--- src/rtl/traffic_pkg.sv ---
// Shared types and default parameter values for the traffic sensor conditioner.
package traffic_pkg;

  // Conditioner FSM states; encoding is visible on the state_o debug port.
  typedef enum logic [1:0] {
    StIdle    = 2'd0,
    StQualify = 2'd1,
    StPresent = 2'd2,
    StHold    = 2'd3
  } sens_state_t;

  localparam int unsigned DefClkPerTick   = 10;
  localparam int unsigned DefDebounceTicks = 3;
  localparam int unsigned DefHoldTicks    = 5;

endpackage

--- src/rtl/tick_gen.sv ---
// Free-running qualification tick generator: counts 0..CLK_PER_TICK-1 and pulses
// tick for one clock while the count sits at its terminal value.
module tick_gen #(
  parameter int unsigned CLK_PER_TICK = 10
) (
  input  logic clk,
  input  logic rst,
  output logic tick
);

  localparam int unsigned CntW = (CLK_PER_TICK > 1) ? $clog2(CLK_PER_TICK) : 1;

  logic [CntW-1:0] cnt_q, cnt_d;
  logic            last;

  assign last = (cnt_q == CntW'(CLK_PER_TICK - 1));
  assign tick = last;

  // Next count: wrap at the terminal value, never restarted by anything but reset.
  always_comb begin
    cnt_d = cnt_q + CntW'(1);
    if (last) begin
      cnt_d = '0;
    end
  end

  // Count register with synchronous reset.
  always_ff @(posedge clk) begin
    if (rst) begin
      cnt_q <= '0;
    end else begin
      cnt_q <= cnt_d;
    end
  end

endmodule

--- src/rtl/traffic_sensor_conditioner.sv ---
// Conditions the raw road-B loop detector into a debounced, hold-extended
// traffic_B level plus a one-cycle arrival pulse per qualified vehicle.
// Optional feature: define VEHICLE_COUNT_EN to add the saturating 8-bit
// vehicle_count port and its count_clr handling.
module traffic_sensor_conditioner
  import traffic_pkg::*;
#(
  parameter int unsigned CLK_PER_TICK   = DefClkPerTick,
  parameter int unsigned DEBOUNCE_TICKS = DefDebounceTicks,
  parameter int unsigned HOLD_TICKS     = DefHoldTicks
) (
  input  logic       clk,
  input  logic       rst,
  input  logic       sensor_raw,
  input  logic       count_clr,
  output logic       traffic_B,
  output logic       arrival,
`ifdef VEHICLE_COUNT_EN
  output logic [7:0] vehicle_count,
`endif
  output logic [1:0] state_o
);

  // Elaboration-time parameter legality.
  if (CLK_PER_TICK < 2) begin : g_bad_clk_per_tick
    $fatal(1, "traffic_sensor_conditioner: CLK_PER_TICK must be >= 2");
  end
  if (DEBOUNCE_TICKS < 1) begin : g_bad_debounce
    $fatal(1, "traffic_sensor_conditioner: DEBOUNCE_TICKS must be >= 1");
  end
  if (HOLD_TICKS < 1) begin : g_bad_hold
    $fatal(1, "traffic_sensor_conditioner: HOLD_TICKS must be >= 1");
  end

  // Counters must reach their parameter value without wrapping.
  localparam int unsigned QualW = $clog2(DEBOUNCE_TICKS + 1);
  localparam int unsigned HoldW = $clog2(HOLD_TICKS + 1);

  logic             sync1_q, sync2_q;
  logic             sensor_sync;
  logic             tick;
  sens_state_t      state_q, state_d;
  logic [QualW-1:0] qual_cnt_q, qual_cnt_d, qual_inc;
  logic [HoldW-1:0] hold_cnt_q, hold_cnt_d, hold_inc;
  logic             traffic_q, traffic_d;
  logic             arrival_q, arrival_d;

  assign sensor_sync = sync2_q;
  assign qual_inc    = qual_cnt_q + QualW'(1);
  assign hold_inc    = hold_cnt_q + HoldW'(1);

  // Two-flop synchronizer for the asynchronous detector level.
  always_ff @(posedge clk) begin
    if (rst) begin
      sync1_q <= 1'b0;
      sync2_q <= 1'b0;
    end else begin
      sync1_q <= sensor_raw;
      sync2_q <= sync1_q;
    end
  end

  tick_gen #(
    .CLK_PER_TICK(CLK_PER_TICK)
  ) u_tick_gen (
    .clk (clk),
    .rst (rst),
    .tick(tick)
  );

  // Next-state logic; sensor transitions take priority over a coincident tick.
  always_comb begin
    state_d    = state_q;
    qual_cnt_d = qual_cnt_q;
    hold_cnt_d = hold_cnt_q;
    unique case (state_q)
      StIdle: begin
        if (sensor_sync) begin
          state_d    = StQualify;
          qual_cnt_d = '0;
        end
      end
      StQualify: begin
        if (!sensor_sync) begin
          state_d = StIdle;
        end else if (tick) begin
          qual_cnt_d = qual_inc;
          if (qual_inc == QualW'(DEBOUNCE_TICKS)) begin
            state_d = StPresent;
          end
        end
      end
      StPresent: begin
        if (!sensor_sync) begin
          state_d    = StHold;
          hold_cnt_d = '0;
        end
      end
      StHold: begin
        if (sensor_sync) begin
          state_d = StPresent;
        end else if (tick) begin
          hold_cnt_d = hold_inc;
          if (hold_inc == HoldW'(HOLD_TICKS)) begin
            state_d = StIdle;
          end
        end
      end
      default: state_d = StIdle;
    endcase
  end

  // Outputs are registered from the next state so they align with state_q.
  always_comb begin
    traffic_d = (state_d == StPresent) || (state_d == StHold);
    arrival_d = (state_q == StQualify) && (state_d == StPresent);
  end

  // FSM, counters and registered outputs.
  always_ff @(posedge clk) begin
    if (rst) begin
      state_q    <= StIdle;
      qual_cnt_q <= '0;
      hold_cnt_q <= '0;
      traffic_q  <= 1'b0;
      arrival_q  <= 1'b0;
    end else begin
      state_q    <= state_d;
      qual_cnt_q <= qual_cnt_d;
      hold_cnt_q <= hold_cnt_d;
      traffic_q  <= traffic_d;
      arrival_q  <= arrival_d;
    end
  end

  assign traffic_B = traffic_q;
  assign arrival   = arrival_q;
  assign state_o   = state_q;

`ifdef VEHICLE_COUNT_EN
  logic [7:0] veh_cnt_q;

  // Saturating arrival counter; clear wins over a coincident arrival.
  always_ff @(posedge clk) begin
    if (rst) begin
      veh_cnt_q <= 8'd0;
    end else if (count_clr) begin
      veh_cnt_q <= 8'd0;
    end else if (arrival_q && (veh_cnt_q != 8'hFF)) begin
      veh_cnt_q <= veh_cnt_q + 8'd1;
    end
  end

  assign vehicle_count = veh_cnt_q;
`else
  logic unused_count_clr;
  assign unused_count_clr = count_clr;
`endif

endmodule

--- config.mk ---
export PLATFORM = sky130hd
export DESIGN_NAME = traffic_sensor_conditioner
export DESIGN_NICKNAME = d
export VERILOG_FILES = /design/src/rtl/traffic_pkg.sv /design/src/rtl/tick_gen.sv /design/src/rtl/traffic_sensor_conditioner.sv
export SDC_FILE = /design/constraint.sdc
export NUM_CORES = 1
export LEC_CHECK = 0
export CAP_MARGIN = 20
export CORE_MARGIN = 2
export CORE_UTILIZATION = 47
export CTS_BUF_LIST = sky130_fd_sc_hd__clkbuf_2
export DETAILED_ROUTE_END_ITERATION = 6
export GPL_ROUTABILITY_DRIVEN = 0
export PLACE_DENSITY = 0.76
export SYNTH_ARGS = -nofsm -noshare
export SYNTH_HDL_FRONTEND = slang
export SYNTH_HIERARCHICAL = 1
export SYNTH_SLANG_ARGS = --single-unit
--- constraint.sdc ---
create_clock -name clk -period 2.6 [get_ports clk]
set_input_delay 0.52 -clock clk [delete_from_list [all_inputs] [get_ports clk]]
set_output_delay 0.52 -clock clk [all_outputs]
set_load 0.02 [all_outputs]
==> summary.md, run 1 <==
| Metric | Value |
|---|---|
| Run status | finished clean |
| DIE WIDTH | between 40 and 50 um |
| Seq pwr share | between 60% and 70% |
| Drt drc | 0 |
| Clock share of power | between 20% and 30% |
| CTS sink cnt | 15 |
| Post-detailed-route count of antenna-violating nets | 0 |
| Area of the mapped netlist | 673 um^2 |
| Die height | ~42 um |
| CP Depth | 1 |
| Largest net degree at the start of global routing | 15 |
| Worst Path Buf+Inv | 1 |
| Leak | ~0.26 nW |
| Worst setup margin | roughly 0.6 ns |
| Yosys warns | 6 |
| Routed via count | 532 |
| WL met2 | about 500 um |
| Overall Power | between 0.3 and 0.4 mW |
| Crit Path Max Fanout | 10 |
| Reg2reg path depth | 6 |
| Via density | 5.48 |
| Cell area after layout | 753 um^2 |
| Global-route wire length before repair | slightly above 2000 um |
| Post-synth top area share | ~45% |
| Synth Register Bits | 15 |
| Syn avg cell area | 8.98 um^2 |
| Area post-placement | roughly 730 um^2 |
| Wire length on met1 | 562 um |
| Worst setup SP type | flop |
| Initial Util | about 51% |
| Number of global-route vias before repair | ~520 |
| Clk_lat worst skew | 0.28 ns |
| Final Skew | 0.00139 ns |
| Ports | 8 |
| Peak supply drop | a little over 0.3 mV |
| Crit path kind | flop to output port |
| # Post-CTS Setup Buffers | 0 |
| Clock Tree Buf Depth | 2 |
| Post-detail-place hpwl | between 800 and 900 um |
| Avg WL per Cell | around 12 um |
| Seq/Total Area, Yosys | around 45% |
| Post-synthesis cell type count | 24 |
| TNS Setup | 0 ns |
| Internal power | ~0.28 mW |
| GR Overflow Total | 0 |
| Initial antenna violation count | 0 |
| Yosys top cell by area | dfxtp_1 |
| Place WS | roughly 0.83 ns |
| CP top delay family | buffers and inverters |
| Fin crit period | 1.99 ns |
| Worst reg2reg endpoint | qual_cnt_q[0]$_SDFFE_PP0P_ |
| Number of max-cap violations | 0 |
| Crit path from | state_o[0]$_SDFF_PP0_ |
| Syn Inst Count | 75 |
| Worst setup EP type | output port |
| # hold bufs at CTS | 0 |
| # setup viols final | 0 |
| Number of placement rows | 13 |
| # nets final | between 90 and 100 |
| 1st-pass router iterations | 2 |
| Sw Ratio | 24.9% |
| Layout cell share with drive strength beyond 1 | roughly 4.9% |
| CP max stage delay | roughly 0.66 ns |
| Cts repair resizes | 0 |
| CTS tree | built |
| Metal3 WL | ~28 um |
| Worst-path clk slew | about 0.15 ns |
| Logic pwr share | around 5.2% |
| Final Util | approximately 57% |
| Slew of the pin with the lowest slew margin | 0.511 ns |
| FMAX | slightly above 500 MHz |
| Cts bufs inserted | 3 |
| Max Used Layer | met4 |
| Routed WL | between 1000 and 1500 um |
| Final hold vios | 0 |
| Hold Crit Class | flop to flop |
| RSZ-0062 raised after global routing | no |
| Max stage delay cell, worst path | clkdlybuf4s50_1 |
| Cell Chain, Critical Path | clkdlybuf4s50_1 |
| Antenna diodes | 0 |
| Worst R2R Start | u_tick_gen/cnt_q[0]$_SDFF_PP0_ |
| Gr usage total | between 15 and 20% |
| Crit share post-route | about three quarters |
| Worst slew margin | approximately 66% |
| Syn nets | 84 |
| Critical Path End | state_o[0] |
| Area contributors post-synth | dfxtp_1, ha_1, nor2b_1, a21oi_1, o21ai_0 |
| Die Area | around 1800 um^2 |
| Initial DRC Count | 2 |
| Cell Pwr Density | about 500 nW/um^2 |
| Max Slew Vio Count | 0 |
| Worst endpoint required time | 2.08 ns |
| Switching power | roughly 0.093 mW |
| H-tree depth | 1 |
| Core area | about 1300 um^2 |
| Area Overhead vs Synth | 11.9% |
| WP data arrival | ~1.5 ns |
| Port bufs | 6 |
| R2R setup slack | 0.83 ns |
| CTS root buffer | clkbuf_2 |
==> power by group through the flow <==
stage               registers [mW]  logic [mW]  clock network (mW)
floorplan                    0.246      0.0136                   0
global placement             0.247      0.0187                   0
detailed placement           0.247      0.0195                   0
CTS                          0.242      0.0196               0.115
global route                 0.244      0.0232               0.122
finish                       0.242      0.0194               0.112
==> worst min path at each step <==
stage	from	end	slack, ns	cells after the start
after floorplan	sync1_q$_SDFF_PP0_	sensor_sync$_SDFF_PP0_	0.41	1
after global placement	sync1_q$_SDFF_PP0_	sensor_sync$_SDFF_PP0_	0.43	1
after detailed placement	sync1_q$_SDFF_PP0_	sensor_sync$_SDFF_PP0_	0.43	1
after CTS	sync1_q$_SDFF_PP0_	sensor_sync$_SDFF_PP0_	0.46	1
after global routing	sync1_q$_SDFF_PP0_	sensor_sync$_SDFF_PP0_	0.49	1
final	sync1_q$_SDFF_PP0_	sensor_sync$_SDFF_PP0_	0.46	1
==> per-layer routing <==
layer | global-route usage [%] | vias up
met2 | 25.9 | 7
met4 | 9.68 | 0
met5 | 0 | -
li1 | - | 276
met3 | 2.61 | 4
met1 | 17.3 | 245
==> sequential cells by signal, summed over array words and instances, names as in the netlist <==
signal / flops
sensor_sync: 1
u_tick_gen/cnt_q: 4
sync1_q: 1
traffic_B: 1
arrival: 1
hold_cnt_q: 3
state_o: 2
qual_cnt_q: 2
==> layout make-up <==
class	instances	area, um^2
Clock buffer	3	15.0
Clock inverter	1	5.00
Fill cell	126	564
Inverter	4	15.0
Multi-Input combinational cell	53	339
Sequential cell	15	300
Tap cell	15	18.8
Timing Repair Buffer	6	60.1
==> kinds of logic after synthesis <==
family | synth area share, %
xor gates and xnor gates | 1.30
buffers and inverters | 5.02
and+or+nand+nor | 26.4
AOI/OAI and AO/OA | 13.4
adders and majority gates | 9.29
DFF | 44.6
==> Yosys cell counts <==
library cell,instances
ha_1,5
a31oi_1,1
or3_1,2
o31ai_1,1
nor2_1,3
o21ai_0,5
nand2b_1,3
nor2b_1,6
buf_4,2
nand3b_1,1
nand4b_1,1
xnor2_1,1
o21bai_1,1
or3b_1,1
clkbuf_1,1
nand2_1,3
dfxtp_1,15
inv_1,4
a41oi_1,1
nand4_1,3
a21oi_1,7
nand3_1,3
nor3_1,4
or2b_1,1
==> through the flow <==
| stage | instances | hold WS, ns |
|---|---|---|
| 2_1_floorplan | 75 | 0.414 |
| 3_3_place_gp | 93 | 0.429 |
| 3_5_place_dp | 93 | 0.431 |
| 4_1_cts | 97 | 0.461 |
| 5_1_grt | 97 | 0.485 |
| 6_report | 97 | 0.457 |
==> placed cells by master, fill, tap and decap left out, drive strengths merged, types with 2 or more instances in the layout <==
cell type | synthesis | final
dfxtp | 15 | 15
a21oi | 7 | 7
nor2b | 6 | 6
clkdlybuf4s50 | 0 | 6
o21ai | 5 | 5
ha | 5 | 5
inv | 4 | 4
nor3 | 4 | 4
nand3 | 3 | 3
nand2b | 3 | 3
nand4 | 3 | 3
nand2 | 3 | 3
clkbuf | 1 | 3
nor2 | 3 | 3
or3 | 2 | 2
Note: power is estimated with default switching activity, not from simulation.
==> inputs of run 2 (changes only) <==
==> constraint.sdc (replaced) <==
create_clock -name clk -period 1.9 [get_ports clk]
set_input_delay 0.38 -clock clk [delete_from_list [all_inputs] [get_ports clk]]
set_output_delay 0.38 -clock clk [all_outputs]
set_load 0.02 [all_outputs]
==> run 2 against run 1 <==
Effect of this change: count of clock-buffer cells in the layout grew 1; largest cell class unchanged; worst hold slack improved by 0.0044 ns; routed wire length is 6.0% higher; final area increased by 3.0%; power rose by 37%; register-to-register slack got worse by 0.59 ns; core utilization grew 1.7 points; clock power grew 36%; worst setup slack lost 0.41 ns; sequential power rose by 36%; via count increased by 0.56%; largest power group unchanged; global-route usage increased by 0.33 points.
==> summary.md, run 2 (same netlist as run 1, synthesis figures left out) <==
| Metric | Value |
|---|---|
| Number of max-cap violations | 0 (unchanged) |
| Avg WL per Cell | 11.9 um (was 11.5 um) |
| Post-detail-place hpwl | 893 um (was 820 um) |
| Core area | 1320 um^2 (unchanged) |
| Global-route wire length before repair | 2050 um (was 2040 um) |
| Fin crit period | roughly 1.7 ns |
| CTS sink cnt | 15 (unchanged) |
| Worst endpoint required time | 1.52 ns (was 2.08 ns) |
| Routed WL | 1190 um (was 1120 um) |
| CP top delay family | buffers and inverters (unchanged) |
| # nets final | 95 (was 92) |
| Max Slew Vio Count | 0 (unchanged) |
| Area Overhead vs Synth | 15.2% (was 11.9%) |
| Post-detailed-route count of antenna-violating nets | 0 (unchanged) |
| DIE WIDTH | 41.8 um (unchanged) |
| Crit Path Max Fanout | 5 (was 10) |
| Hold Crit Class | flop to flop (unchanged) |
| Cell Chain, Critical Path | clkdlybuf4s50_1 (unchanged) |
| Place WS | 0.277 ns (was 0.831 ns) |
| Clk_lat worst skew | 0.27 ns (was 0.28 ns) |
| RSZ-0062 raised after global routing | no (unchanged) |
| Run status | finished clean (unchanged) |
| Initial DRC Count | 12 (was 2) |
| Initial Util | 51.1% (unchanged) |
| Drt drc | 0 (unchanged) |
| Most Crowded Layer GR | met2 (unchanged) |
| Worst setup EP type | output port (unchanged) |
| Crit path kind | flop to output port (unchanged) |
| Commonest non-fill, non-tap cell in the layout | dfxtp_1 (unchanged) |
| Worst setup SP type | flop (unchanged) |
| Most frequent cells in the layout | dfxtp_1, a21oi_1, nor2b_1, clkdlybuf4s50_1 (unchanged) |
| # setup viols final | 0 (unchanged) |
| CTS tree | built (unchanged) |
| Antenna diodes | 0 (unchanged) |
| Worst slew margin | 77.9% (was 65.8%) |
| Via density | 5.35 (was 5.48) |
| GRT met1 Usage | 16.9% (was 17.3%) |
| Max stage delay cell, worst path | clkdlybuf4s50_1 (unchanged) |
| TNS Setup | 0 ns (unchanged) |
| Cell Pwr Density | 660 nW/um^2 (was 496 nW/um^2) |
| Peak supply drop | 0.419 mV (was 0.302 mV) |
| Layout cell share with drive strength beyond 1 | 8.24% (was 4.88%) |
| Worst setup margin | 0.204 ns (was 0.612 ns) |
| Cts bufs inserted | 3 (unchanged) |
| CP max stage delay | 0.63 ns (was 0.66 ns) |
| GR Layer Usage met2 | 27.5% (was 25.9%) |
| Worst-path clk slew | 0.15 ns (about the same) |
| Die Area | 1750 um^2 (unchanged) |
| Final Skew | 0.0131 ns (was 0.00139 ns) |
| Crit share post-route | 89.3% |
| Routed via count | 535 (was 532) |
| Die height | 41.8 um (unchanged) |
| Biggest register | u_tick_gen/cnt_q (unchanged) |
| FMAX | just under 600 MHz |
| GR Overflow Total | 0 (unchanged) |
| Largest net degree at the start of global routing | 10 (was 15) |
| Port bufs | 6 (unchanged) |
| Initial antenna violation count | 0 (unchanged) |
| Grt met3 use | 3.91% (was 2.61%) |
| WP data arrival | 1.32 ns (was 1.47 ns) |
| Top Registers | u_tick_gen/cnt_q: 4 flops, hold_cnt_q: 3 flops (unchanged) |
| Clock Tree Buf Depth | 2 (unchanged) |
| Worst Path Buf+Inv | 1 (unchanged) |
| 1st-pass router iterations | 4 (was 2) |
| CTS root buffer | clkbuf_2 (unchanged) |
| Leak | 0.278 nW (was 0.262 nW) |
| # hold bufs at CTS | 0 (unchanged) |
| Number of placement rows | 13 (unchanged) |
| Max reg flops | 4 (unchanged) |
| H-tree depth | 1 (unchanged) |
| Hold WS | 0.462 ns (was 0.457 ns) |
| Ports | 8 (unchanged) |
| Slew of the pin with the lowest slew margin | 0.330 ns (was 0.511 ns) |
| Number of global-route vias before repair | 510 (was 519) |
| Cts repair resizes | 0 (unchanged) |
| Final hold vios | 0 (unchanged) |
| # Post-CTS Setup Buffers | 0 (unchanged) |
| Gr usage total | 15.5% (was 15.2%) |
| Overall Power | 0.512 mW (was 0.373 mW) |
==> run 2: changes by cell type in the layout (fill, tap and decap cells not counted) <==
| cell | before | now |
|---|---|---|
| buf_4 | 0 | 3 |
| clkbuf_2 | 3 | 4 |
| clkinv_2 | 1 | 0 |
==> run 2: worst paths after layout <==
kind	end	cells past startpoint	from	slack [ns]
hold reg to reg	sensor_sync$_SDFF_PP0_	1	sync1_q$_SDFF_PP0_	0.46
hold / removal	sensor_sync$_SDFF_PP0_	1	sync1_q$_SDFF_PP0_	0.46
setup / recovery	state_o[1]	1	state_o[1]$_SDFF_PP0_	0.20
setup reg to reg	qual_cnt_q[1]$_SDFFE_PP0P_	6	u_tick_gen/cnt_q[0]$_SDFF_PP0_	0.24
==> run 2: where the power goes <==
group          switching, mW  internal [mW]
logic                 0.0147         0.0153
registers            0.00764          0.323
clock network         0.0958         0.0558
total                  0.118          0.394
==> run 2: worst reg2reg max path, stage by stage, from the launching register on <==
cell	delay, ns
dfxtp_1	0.42
ha_1	0.18
nand2_1	0.09
nor2_1	0.28
nand2_1	0.11
or3_1	0.35
a21oi_1	0.17
==> run 2: per-layer routing <==
metal | share of wire [%] | vias up | routed length, um
met3 | 2.3 | 2 | 27
met1 | 47 | 243 | 557
met4 | 1.0 | 0 | 12
met5 | 0 | - | 0
met2 | 50 | 7 | 589
li1 | - | 283 | -
==> run 2: through the flow <==
| stage | cell area, um^2 | util (%) | std cells |
|---|---|---|---|
| floorplan | 673 | - | 75 |
| global route | 776 | 58.9 | 100 |
| detailed placement | 756 | 57.4 | 96 |
| CTS | 776 | 58.9 | 100 |
| finish | 776 | 58.9 | 100 |
| global placement | 756 | 57.4 | 96 |
==> run 2: final cells by class <==
class | instances | area (um^2)
Fill cell | 120 | 542
Multi-Input combinational cell | 53 | 339
Sequential cell | 15 | 300
Timing Repair Buffer | 9 | 82.6
Clock buffer | 4 | 20.0
Tap cell | 15 | 18.8
Inverter | 4 | 15.0
